$ cat src/rtl/servo_seq_pkg.sv
// Shared definitions for the servo move sequencer: state encoding, default geometry, clamp helper.
// Latency: n/a (types, constants and a pure function only).
// Backpressure: n/a.
package servo_seq_pkg;

  typedef enum logic [2:0] {
    IDLE      = 3'd0,
    STEP_WAIT = 3'd1,
    WRITE     = 3'd2,
    DONE      = 3'd3,
    INIT      = 3'd4
  } seq_state_t;

  localparam int DEF_N_SERVO     = 8;
  localparam int DEF_POS_W       = 16;
  localparam int DEF_POS_MIN     = 50;
  localparam int DEF_POS_MAX     = 250;
  localparam int DEF_CENTER      = 150;
  localparam int DEF_STEP_SIZE   = 10;
  localparam int DEF_STEP_DIV    = 50000;
  localparam int DEF_ADDR_STRIDE = 4;

  // Unsigned clamp into [lo, hi]; done at 32 bits so any POS_W up to 32 fits.
  function automatic logic [31:0] clamp_pos(input logic [31:0] v,
                                            input logic [31:0] lo,
                                            input logic [31:0] hi);
    if (v < lo) return lo;
    if (v > hi) return hi;
    return v;
  endfunction

endpackage

$ cat src/rtl/servo_step_tick.sv
// Step-period divider: counts enabled cycles and pulses o_tick on the STEP_DIV-th one.
// Latency: o_tick asserts in the STEP_DIV-th consecutive enabled cycle after a clear.
// Backpressure: none; i_clr restarts the period, i_en low freezes the count.
module servo_step_tick
  import servo_seq_pkg::*;
#(
  parameter int STEP_DIV = DEF_STEP_DIV
) (
  input  logic clk,
  input  logic rst,
  input  logic i_clr,
  input  logic i_en,
  output logic o_tick
);

  localparam int            CW   = (STEP_DIV > 1) ? $clog2(STEP_DIV) : 1;
  localparam logic [CW-1:0] LAST = CW'(STEP_DIV - 1);

  logic [CW-1:0] r_cnt;

  assign o_tick = i_en && (r_cnt == LAST);

  // Count enabled cycles; wrap to zero on the tick so the next period starts cleanly.
  always_ff @(posedge clk) begin
    if (rst || i_clr || o_tick) r_cnt <= '0;
    else if (i_en)              r_cnt <= r_cnt + CW'(1);
  end

endmodule

$ cat src/rtl/servo_move_seq.sv
// Command-driven slew sequencer: moves one servo toward a clamped target in STEP_SIZE steps, one PWM register write per step.
// Latency: k-step move = accept edge + k*(STEP_DIV+1) cycles + 1 DONE cycle; equal target gives one write the cycle after accept.
// Backpressure: cmd_ready only in IDLE, commands offered while busy are dropped. Optional SERVO_SEQ_INIT_WRITE_EN: write CENTER to all channels after reset.
module servo_move_seq
  import servo_seq_pkg::*;
#(
  parameter int N_SERVO     = DEF_N_SERVO,
  parameter int POS_W       = DEF_POS_W,
  parameter int POS_MIN     = DEF_POS_MIN,
  parameter int POS_MAX     = DEF_POS_MAX,
  parameter int CENTER      = DEF_CENTER,
  parameter int STEP_SIZE   = DEF_STEP_SIZE,
  parameter int STEP_DIV    = DEF_STEP_DIV,
  parameter int ADDR_STRIDE = DEF_ADDR_STRIDE
) (
  input  logic             clk,
  input  logic             rst,
  input  logic             cmd_valid,
  output logic             cmd_ready,
  input  logic [2:0]       cmd_servo,
  input  logic [POS_W-1:0] cmd_pos,
  output logic             busy,
  output logic             done,
  output logic             cs,
  output logic             wr,
  output logic             rd,
  output logic [7:0]       addr,
  output logic [31:0]      d_out
);

`ifdef SERVO_SEQ_INIT_WRITE_EN
  localparam seq_state_t RST_STATE = INIT;
`else
  localparam seq_state_t RST_STATE = IDLE;
`endif

  seq_state_t       r_state, w_next;
  logic [2:0]       r_sel;
  logic [POS_W-1:0] r_tgt;
  logic [POS_W-1:0] r_cur_pos [N_SERVO];
`ifdef SERVO_SEQ_INIT_WRITE_EN
  logic [2:0]       r_init_idx;
`endif

  logic             w_accept;
  logic             w_tick;
  logic             w_cmd_ok;
  logic [POS_W-1:0] w_cmd_cur;
  logic [POS_W-1:0] w_cmd_tgt;
  logic [POS_W-1:0] w_cur;
  logic             w_up;
  logic [POS_W-1:0] w_diff;
  logic [POS_W-1:0] w_step;
  logic [POS_W-1:0] w_new_pos;

  assign rd        = 1'b0;
  assign w_accept  = cmd_valid && cmd_ready;
  assign w_cmd_tgt = POS_W'(clamp_pos(32'(cmd_pos), 32'(POS_MIN), 32'(POS_MAX)));

  // Channel lookups: current position of the incoming channel and of the latched one.
  // Loops keep indices in range when N_SERVO is smaller than the 3-bit selector space.
  always_comb begin
    w_cmd_ok  = 1'b0;
    w_cmd_cur = '0;
    w_cur     = '0;
    for (int i = 0; i < N_SERVO; i++) begin
      if (cmd_servo == 3'(i)) begin
        w_cmd_ok  = 1'b1;
        w_cmd_cur = r_cur_pos[i];
      end
      if (r_sel == 3'(i)) w_cur = r_cur_pos[i];
    end
  end

  // Bounded step toward target; final step shrinks so the position never overshoots.
  assign w_up      = r_tgt > w_cur;
  assign w_diff    = w_up ? (r_tgt - w_cur) : (w_cur - r_tgt);
  assign w_step    = (w_diff > POS_W'(STEP_SIZE)) ? POS_W'(STEP_SIZE) : w_diff;
  assign w_new_pos = w_up ? (w_cur + w_step) : (w_cur - w_step);

  servo_step_tick #(
    .STEP_DIV (STEP_DIV)
  ) u_tick (
    .clk    (clk),
    .rst    (rst),
    .i_clr  (w_accept),
    .i_en   (r_state == STEP_WAIT),
    .o_tick (w_tick)
  );

  // State register.
  always_ff @(posedge clk) begin
    if (rst) r_state <= RST_STATE;
    else     r_state <= w_next;
  end

  // Next state and bus outputs; everything forced quiet while rst is high so a reset aborts at once.
  always_comb begin
    w_next    = r_state;
    cmd_ready = 1'b0;
    busy      = 1'b0;
    done      = 1'b0;
    cs        = 1'b0;
    wr        = 1'b0;
    addr      = '0;
    d_out     = '0;
    if (!rst) begin
      case (r_state)
        IDLE: begin
          cmd_ready = 1'b1;
          if (cmd_valid) begin
            if (!w_cmd_ok)                   w_next = DONE;
            else if (w_cmd_tgt == w_cmd_cur) w_next = WRITE;
            else                             w_next = STEP_WAIT;
          end
        end
        STEP_WAIT: begin
          busy = 1'b1;
          if (w_tick) w_next = WRITE;
        end
        WRITE: begin
          busy  = 1'b1;
          cs    = 1'b1;
          wr    = 1'b1;
          addr  = 8'(32'(r_sel) * 32'(ADDR_STRIDE));
          d_out = 32'(w_cur);
          w_next = (w_cur == r_tgt) ? DONE : STEP_WAIT;
        end
        DONE: begin
          busy   = 1'b1;
          done   = 1'b1;
          w_next = IDLE;
        end
`ifdef SERVO_SEQ_INIT_WRITE_EN
        INIT: begin
          busy  = 1'b1;
          cs    = 1'b1;
          wr    = 1'b1;
          addr  = 8'(32'(r_init_idx) * 32'(ADDR_STRIDE));
          d_out = 32'(CENTER);
          if (r_init_idx == 3'(N_SERVO - 1)) w_next = IDLE;
        end
`endif
        default: w_next = IDLE;
      endcase
    end
  end

  // Command latch and per-channel position; positions only change on a step tick of the selected channel.
  always_ff @(posedge clk) begin
    if (rst) begin
      r_sel <= '0;
      r_tgt <= POS_W'(CENTER);
      for (int i = 0; i < N_SERVO; i++) r_cur_pos[i] <= POS_W'(CENTER);
    end else begin
      if (w_accept) begin
        r_sel <= cmd_servo;
        r_tgt <= w_cmd_tgt;
      end
      if (r_state == STEP_WAIT && w_tick) begin
        for (int i = 0; i < N_SERVO; i++) begin
          if (r_sel == 3'(i)) r_cur_pos[i] <= w_new_pos;
        end
      end
    end
  end

`ifdef SERVO_SEQ_INIT_WRITE_EN
  // Channel index for the post-reset CENTER sweep.
  always_ff @(posedge clk) begin
    if (rst)                  r_init_idx <= '0;
    else if (r_state == INIT) r_init_idx <= r_init_idx + 3'd1;
  end
`endif

endmodule

$ cat config.mk
export PLATFORM = sky130hd
export DESIGN_NAME = servo_move_seq
export DESIGN_NICKNAME = d
export VERILOG_FILES = /design/src/rtl/servo_seq_pkg.sv /design/src/rtl/servo_step_tick.sv /design/src/rtl/servo_move_seq.sv
export SDC_FILE = /design/constraint.sdc
export NUM_CORES = 1
export LEC_CHECK = 0
export CELL_PAD_IN_SITES_DETAIL_PLACEMENT = 2
export CELL_PAD_IN_SITES_GLOBAL_PLACEMENT = 2
export CORE_MARGIN = 8
export CORE_UTILIZATION = 23
export DETAILED_ROUTE_END_ITERATION = 8
export GPL_TIMING_DRIVEN = 0
export PLACE_DENSITY_LB_ADDON = 0.08
export SLEW_MARGIN = 5
export SYNTH_ARGS = -nofsm -noshare
export SYNTH_HDL_FRONTEND = slang
export SYNTH_SLANG_ARGS = --single-unit
$ cat constraint.sdc
create_clock -name clk -period 17.9 [get_ports clk]
set_input_delay 2.685 -clock clk [delete_from_list [all_inputs] [get_ports clk]]
set_output_delay 2.685 -clock clk [all_outputs]
set_load 0.03 [all_outputs]
* After elaboration in Yosys (flattened, before gate mapping) *
Memory sizes are Yosys's and may differ from the RTL's.
Index checks and enable logic that the tools add are counted.

storage, ports and cells
  ROM bits = 0
  RAM bits = 128
  output and inout port bits = 46
  register bits after elaboration = 38
  memories kept = 1
  latch bits = 0

memories
  memory     depth  width  read ports  clocked after memory_dff  wr ports  RTL line              RTL
  r_cur_pos  8      16     8           0                         8         servo_move_seq.sv:40  logic [POS_W-1:0] r_cur_pos [N_SERVO];

cells by class
  equality and inequality tests = 22
  magnitude comparators = 4
  mux-type cells = 94
  shift operators = 0
  reductions and logical operators = 10
  add/subtract/negate cells = 5
  bitwise logic cells = 8
  $mul = 0
  div/mod/pow operators = 0

operator list
  cell                   number
  $mux 16                33
  $mux 1                 53
  $sub 16x16->16         3
  $eq 16x16->1           2
  $eq 3x3->1 const B     8
  $eq 3x2->1 const B     6
  $add 16x1->16 const B  1
  $add 16x16->16         1
  $eq 16x16->1 const B   1
  $gt 16x16->1           1
  $gt 16x4->1 const B    1
  $gt 16x8->1 const B    1
  $lt 16x6->1 const B    1
  $mux 5                 2
  $eq 3x1->1 const B     3
  $logic_not 3->1        3
  $pmux 3 s3             1
  $or 1x1->1             8
  $mux 2                 3
  $mux 3                 2
  $ne 2x2->1 const B     2
  $logic_and 1x1->1      3
  $reduce_or 3->1        1
  $logic_or 1x1->1       2
  $reduce_and 2->1       1

* Depth between registers and ports, before layout *
Gate-level depths: netlist of run 1.

  depth after elaboration = 16
  gate-level depth with buffers = 41
  gate-level depth less buffers = 35

* Hierarchy *
From an unflattened synthesis of run 1, not the netlist that was laid out.

second synthesis, totals
  cell total of the unflattened synthesis = 1220
  area total of the unflattened synthesis = 11579.9 sq um

by module, submodules not included
  module           area each (sq um)  cells each  instances
  servo_move_seq   10812.9            1136        1
  servo_step_tick  767.0              84          1

* Least setup slack after synthesis of run 1 *
No wires, ideal clock.

  path type = reg-to-reg
  from = register r_sel[1]
  to = memory r_cur_pos[0][15] (netlist name) (data pin)
  slack = 9.358 ns
  required time = 17.733 ns
  period minus slack after synthesis = 8.542 ns
  cell stages (with the launch flop) = 39
  buffers on the path = 5
  setup time = 0.167 ns
  arrival = 8.375 ns
  path through = dfxtp_1 -> clkbuf_1 -> clkbuf_1 -> buf_1 -> mux2i_1 -> o21ai_0 -> a221oi_1 -> a21oi_1 -> a21oi_1 -> inv_1 -> ha_1 -> nand4_1 -> nor4_2 -> nor3b_1 -> a21o_1 -> buf_6 -> or3_1 -> and3_1 -> [... 3 more ...] -> a21oi_2 -> nand2b_1 -> ha_1 -> nor2_1 -> a31oi_1 -> inv_2 -> ha_1 -> nor2b_1 -> o21a_1 -> o21ai_0 -> nand2_1 -> a41oi_1 -> o211ai_1 -> a21o_1 -> a21o_1 -> a31o_2 -> a21o_1 -> a211oi_1

RTL lines
  item                      RTL line               RTL
  start: declaration        servo_move_seq.sv:38   logic [2:0] r_sel;
  start signal: assignment  servo_move_seq.sv:157  r_sel <= cmd_servo;
  end: declaration          servo_move_seq.sv:40

==> results of run 1 <==
-- where the power goes --
part           internal (uW)  total (uW)  switching [uW]
Sequential               434         447            12.6
Clock                    195         377             182
Combinational            102         312             209
-- through the flow --
| stage | setup slack (ns) | cells | total power, uW | hold WS [ns] | utilization |
|---|---|---|---|---|---|
| 6_report | 6.215 | 1881 | 1135 | 0.4744 | 0.2723 |
| 5_1_grt | 5.564 | 1881 | 1188 | 0.4996 | 0.2723 |
| 4_1_cts | 6.099 | 1881 | 1148 | 0.4816 | 0.2721 |
| 3_5_place_dp | 6.175 | 1849 | 768.2 | 0.4708 | 0.2601 |
| 3_3_place_gp | 6.311 | 1847 | 762.6 | 0.4622 | 0.2584 |
| 2_1_floorplan | 9.358 | 1188 | 648.7 | 0.4490 | - |
-- Yosys cell counts (7+ instances only) --
master,n
inv_1,64
o221ai_1,7
dfxtp_1,37
a21oi_1,60
a221o_1,9
o21a_1,11
or3_1,9
xnor2_1,26
a211oi_1,21
clkbuf_1,52
mux2_2,34
buf_2,7
edfxtp_1,128
a221oi_1,7
xor2_1,18
o22ai_1,34
nor2_1,165
nand2_1,89
ha_1,51
nor4_1,8
nor2b_1,13
nand3_1,23
o21ai_0,37
nand4_1,14
or2_2,11
mux4_2,7
o31ai_1,13
a21o_1,12
and3_1,9
nor3_1,28
and2_1,16
buf_4,25
mux2i_1,33
-- area by class of cell --
type	instances	area, sq um	area share
inverter	68	255.2	0.01980
clock buffer	17	425.4	0.03300
timing repair buffer	46	495.5	0.03844
tap	615	769.5	0.05969
multi-input combinational	864	5757	0.4466
clock inverter	15	145.1	0.01126
buffer	91	459.2	0.03562
sequential	165	4584	0.3556
-- critical path: cells and delay by family (launching register included) --
kind	cells	cell delay, ns
AOI/OAI and AO/OA	13	4.03
xor gates and xnor gates	1	0.23
adders and majority gates	3	0.86
buffers and inverters	9	3.40
DFF	1	0.32
muxes	1	0.28
and+or+nand+nor	10	2.35
-- metal layers --
metal	GRT usage	up-vias	share of wire
met4	0.05782	0	0.023
met1	0.2309	4768	0.46
met3	0.02020	52	0.019
li1	-	4358	-
met2	0.3162	112	0.49
met5	0	-	0
-- how the worst max path moves through the flow --
stage | end | cells past startpoint
final | r_cur_pos[0][15] | 37
after global routing | r_cur_pos[1][15] | 36
after CTS | r_cur_pos[1][15] | 36
after detailed placement | r_cur_pos[1][15] | 36
after global placement | r_cur_pos[1][47] | 36
after floorplan | r_cur_pos[0][15] | 38
-- cells by family after synthesis --
kind of cell               Yosys count  synth area share
buffers and inverters              159           0.06527
AOI/OAI and AO/OA                  263            0.1630
other                                1         0.0003426
DFF                                165            0.4188
and+or+nand+nor                    407            0.1741
muxes                               74           0.07955
adders and majority gates           54           0.06378
xor gates and xnor gates            44           0.03520
-- state kept, by name, summed over array words and instances, names as in the netlist --
name / cells
r_tgt: 16
r_cur_pos: 128
u_tick.r_cnt: 16
r_sel: 3
r_state: 2
==> summary.md, run 1 <==
| Metric | Value |
|---|---|
| Status | finished clean |
| Dominant synthesized flop cell | edfxtp_1 |
| Crit path arrival time | 11.95 ns |
| Post-CTS setup buffers | 0 |
| Slew Limit Fails | 0 |
| Final wirelength | 49,450 microns |
| Slew @ Worst Pin | 1.315 ns |
| Largest cells by area after synthesis | edfxtp_1 (35%), dfxtp_1 (6.8%), ha_1 (5.8%) |
| Synth cell types | 76 |
| Pre-Repair DR Iteration Count | 5 |
| First-pass GRT wire length | 71,010 microns |
| Hold path start | r_tgt[10] |
| FF-to-FF End | r_cur_pos[0][15] |
| Clock Pin Slew Worst Setup and Hold Paths | 0.07 ns |
| Most frequent cells in the layout | nor2_1 (165), edfxtp_1 (128), nand2_1 (89) |
| Synth top area share | 0.3511 |
| Final Cell Area | 12,890 sq um |
| Leak | 0.004543 uW |
| Initial antenna violation count | 0 |
| TritonCTS Buffers | 17 |
| Vias in the first global route | 10,168 |
| Die area | 54,830 sq um |
| Yosys top cell by area | edfxtp_1 |
| H-Tree Depth | 4 |
| Post-CTS sizing | 0 |
| Fin crit period | 11.69 ns |
| RSZ-0062 raised after global routing | no |
| Critical Path End Type | register |
| Max_cap viols | 0 |
| Post-Syn Area | 10,950 sq um |
| # clock sinks | 165 |
| PD cells | 88.06 nW/um^2 |
| Drt wl/cell | 26.29 microns |
| Starting Density | 0.2312 |
| Cell Rows | 80 |
| Hold WC Path Type | register to register |
| Flops & latches, synth | 165 |
| CTS tree | built |
| Min-Delay Path Depth | 2 |
| Final setup viols | 0 |
| Post-DP HPWL | 37,550 microns |
| Period Utilization, post-route | 0.6528 |
| Synth warnings | 0 |
| Slew margin rel. | 0.1165 |
| GRT Residual Overflow | 0 |
| Highest-delay cell along the critical path | clkbuf_1 |
| Post-placement cell area | 12,310 sq um |
| Die height | 234.2 microns |
| Share of cells above drive strength 1 | 0.1066 |
| Total core area | 47,350 sq um |
| Setup crit start kind | register |
| Clk_lat worst skew | 0.46 ns |
| Worst Reg-to-Reg Cells | 37 |
| DR iter-0 viols | 448 |
| Post-Syn Instances | 1,167 |
| Fillers | 5,340 |
| Area growth, synth to finish | 17.76% |
| Final Wtd Congestion | 0.7782 |
| Post-synth EDFFs | 128 |
| Root Driver | clkbuf_16 |
| Setup TNS | 0 ns |
| Worst stage delay on the critical path | 0.76 ns |
| Achievable Freq | 85.58 MHz |
| Vias per inst | 4.939 |
| Ys async rst share | 0 |
| Seq/Total Area, Yosys | 0.4188 |
| Max FO, Critical Path | 10 |
| Hold-fix buffers, CTS | 0 |
| DR vias | 9,290 |
| Largest net degree at the start of global routing | 17 |
| Max IR drop VDD | 0.00007394 V |
| I/O pins | 68 |
| Antenna Nets Post-Route | 0 |
| CP startpoint | r_sel[1] |
| Clock Path Buffers | 2 |
| Die width | 234.2 microns |
| N_diodes | 0 |
| CP most frequent cell | clkbuf_1 |
| Critical path type | register to register |
| Synthesized area per cell | 9.380 sq um |
| Hold Path End | r_tgt[10] |
| Worst-case clock skew | 0.01461 ns |
| Gr usage total | 0.1811 |
| Post-layout net count | 1,329 |
| Leading cell type in the layout, fill and taps excluded | nor2_1 |
| Worst EP required | 18.17 ns |
| DRC viols | 0 |
| Hold Vio Cnt, Final | 0 |
| RR Startpoint | r_sel[1] |
| Worst R2R Setup Slack | 6.21 ns |
| Port Buffers | 44 |
No activity file was read; power rests on OpenSTA's default activity.
==> inputs of run 2 (changes only) <==
==> constraint.sdc (replaced) <==
create_clock -name clk -period 10.2 [get_ports clk]
set_input_delay 1.53 -clock clk [delete_from_list [all_inputs] [get_ports clk]]
set_output_delay 1.53 -clock clk [all_outputs]
set_load 0.03 [all_outputs]
==> run 2 against run 1 <==
Clock power rose by 75%. Via count is 0.22% lower. Largest power group unchanged. Critical path depth shrank 1. Power increased by 76%. Critical endpoint unchanged. Flip-flop and latch count is the same. Core utilization is 0.34 points higher. Count of clock-buffer cells in the layout unchanged.
==> summary.md, run 2 (synthesized netlist as in run 1, its figures left out) <==
| Metric | Value |
|---|---|
| Slew margin rel. | 0.2347 |
| Hold slack | 0.4743 ns |
| Vias per inst | 4.926 |
| Leading cell type in the layout, fill and taps excluded | nor2_1 |
| Final core utilization | 0.2757 |
| Clock power frac | 0.330 |
| Drt wl/cell | 26.26 microns |
| Critical Path End Type | register |
| Sequential share of power | 0.392 |
| Worst EP required | 10.47 ns |
| Crit path arrival time | 9.95 ns |
| Root Driver | clkbuf_16 |
| Worst stage delay on the critical path | 0.57 ns |
| First-pass GRT wire length | 71,060 microns |
| Vias in the first global route | 10,179 |
| Final Wtd Congestion | 0.7782 |
| DRC viols | 0 |
| N_diodes | 0 |
| Highest-delay cell along the critical path | or4b_1 |
| Place WS | -1.525 ns |
| Biggest register | r_cur_pos |
| Setup TNS | 0 ns |
| Most frequent cells in the layout | nor2_1 (165), edfxtp_1 (128), nand2_1 (87) |
| DR vias | 9,270 |
| Max IR drop VDD | 0.0001311 V |
| Critical path type | register to register |
| Clk_lat worst skew | 0.46 ns |
| Post-layout power | 2003 uW |
| Max reg flops | 128 |
| Gr usage total | 0.1811 |
| Worst-case clock skew | 0.01268 ns |
| Largest net degree at the start of global routing | 17 |
| P_int | 1289 uW |
| GRT Residual Overflow | 0 |
| Sw Ratio | 0.3563 |
| Comb power frac | 0.278 |
| CTS tree | built |
| Final setup viols | 0 |
| Status | finished clean |
| Max FO, Critical Path | 10 |
| Clock Pin Slew Worst Setup and Hold Paths | 0.07 ns |
| Total core area | 47,350 sq um |
| Hold-fix buffers, CTS | 0 |
| Net Sw Power | 713.6 uW |
| Initial antenna violation count | 0 |
| Pre-Repair DR Iteration Count | 4 |
| Hold WC Path Type | register to register |
| Die height | 234.2 microns |
| Top flop regs | r_cur_pos x128, r_tgt x16, u_tick.r_cnt x16 |
| Worst R2R Setup Slack | 0.53 ns |
| Max_cap viols | 0 |
| DR iter-0 viols | 429 |
| Post-DP HPWL | 37,550 microns |
| Fin crit period | 9.673 ns |
| Area growth, synth to finish | 19.25% |
| Period Utilization, post-route | 0.9484 |
| Die width | 234.2 microns |
| I/O pins | 68 |
| Slew Limit Fails | 0 |
| Setup crit start kind | register |
| PD cells | 153.4 nW/um^2 |
| Antenna Nets Post-Route | 0 |
| # clock sinks | 165 |
| Slew @ Worst Pin | 1.145 ns |
| Clock Path Buffers | 2 |
| Share of cells above drive strength 1 | 0.1318 |
| Starting Density | 0.2312 |
| Post-layout net count | 1,330 |
| Final WS setup | 0.5266 ns |
| Port Buffers | 44 |
| Cell Rows | 80 |
| CP most frequent cell | a21o_1 |
| TritonCTS Buffers | 17 |
| Final wirelength | 49,420 microns |
| Die area | 54,830 sq um |
| Achievable Freq | 103.4 MHz |
| Hold Vio Cnt, Final | 0 |
| Leak | 0.004632 uW |
| H-Tree Depth | 4 |
run 2: cell types whose count changed in the layout (fill, tap and decap cells not counted), moves of 3 or more:
cell	before	now
buf_4	25	28
a21oi_1	60	56
clkbuf_1	52	41
clkbuf_2	0	6
clkbuf_4	0	4
run 2: critical path, delay by kind of cell, from the launching register on:
family                     cells  cell delay [ns]
AOI/OAI and AO/OA             16             4.15
adders and majority gates      3             0.98
buffers and inverters          7             1.41
DFF                            1             0.32
and+or+nand+nor               10             2.59
run 2: area by class of cell:
type,instances,area (sq um)
multi-input cells,864,5878
well taps,615,769.5
flip-flops and latches,165,4584
repair buffers,47,503.0
clock inverters,15,145.1
clock buffers,17,425.4
fillers,5331,34290
inverters,68,257.7
plain buffers,91,490.5
run 2: power groups by stage:
stage / Combinational [uW] / Sequential [uW] / Clock [uW]
floorplan: 351 / 788 / 0
global placement: 540 / 799 / 0
detailed placement: 549 / 799 / 0
CTS: 556 / 785 / 679
global route: 606 / 789 / 701
finish: 558 / 785 / 660
run 2: path summary, 6_finish.rpt:
check	startpoint	end	depth (start not counted)
worst min-delay path	r_tgt[10]	r_tgt[10]	2
worst max register to register	r_sel[1]	r_cur_pos[0][15]	36
worst max-delay path	r_sel[1]	r_cur_pos[0][15]	36
worst min register to register	r_tgt[10]	r_tgt[10]	2
run 2: through the flow:
stage / std cells / instance area (sq um)
3_5_place_dp: 1849 / 12310
2_1_floorplan: 1188 / 11030
5_1_grt: 1882 / 13050
4_1_cts: 1881 / 12970
6_report: 1882 / 13050
3_3_place_gp: 1847 / 12240
run 2: metal layers:
layer  part of all wire  vias to the layer above  routed length [microns]  GRT usage
met4              0.024                        0                     1164    0.05801
met1               0.47                     4751                    23010     0.2301
met3              0.018                       50                      896    0.02105
li1                   -                     4370                        -          -
met5                  0                        -                        0          0
met2               0.49                       99                    24360     0.3166
run 2: what timing repair did:
item                                    CTS  global route
endpoints found under the setup margin  104            80
setup buffers                             0             1
endpoints found under the hold margin     0             0
pin swaps                                 0             1
gates resized for setup                  31            25
gates cloned                              0             0
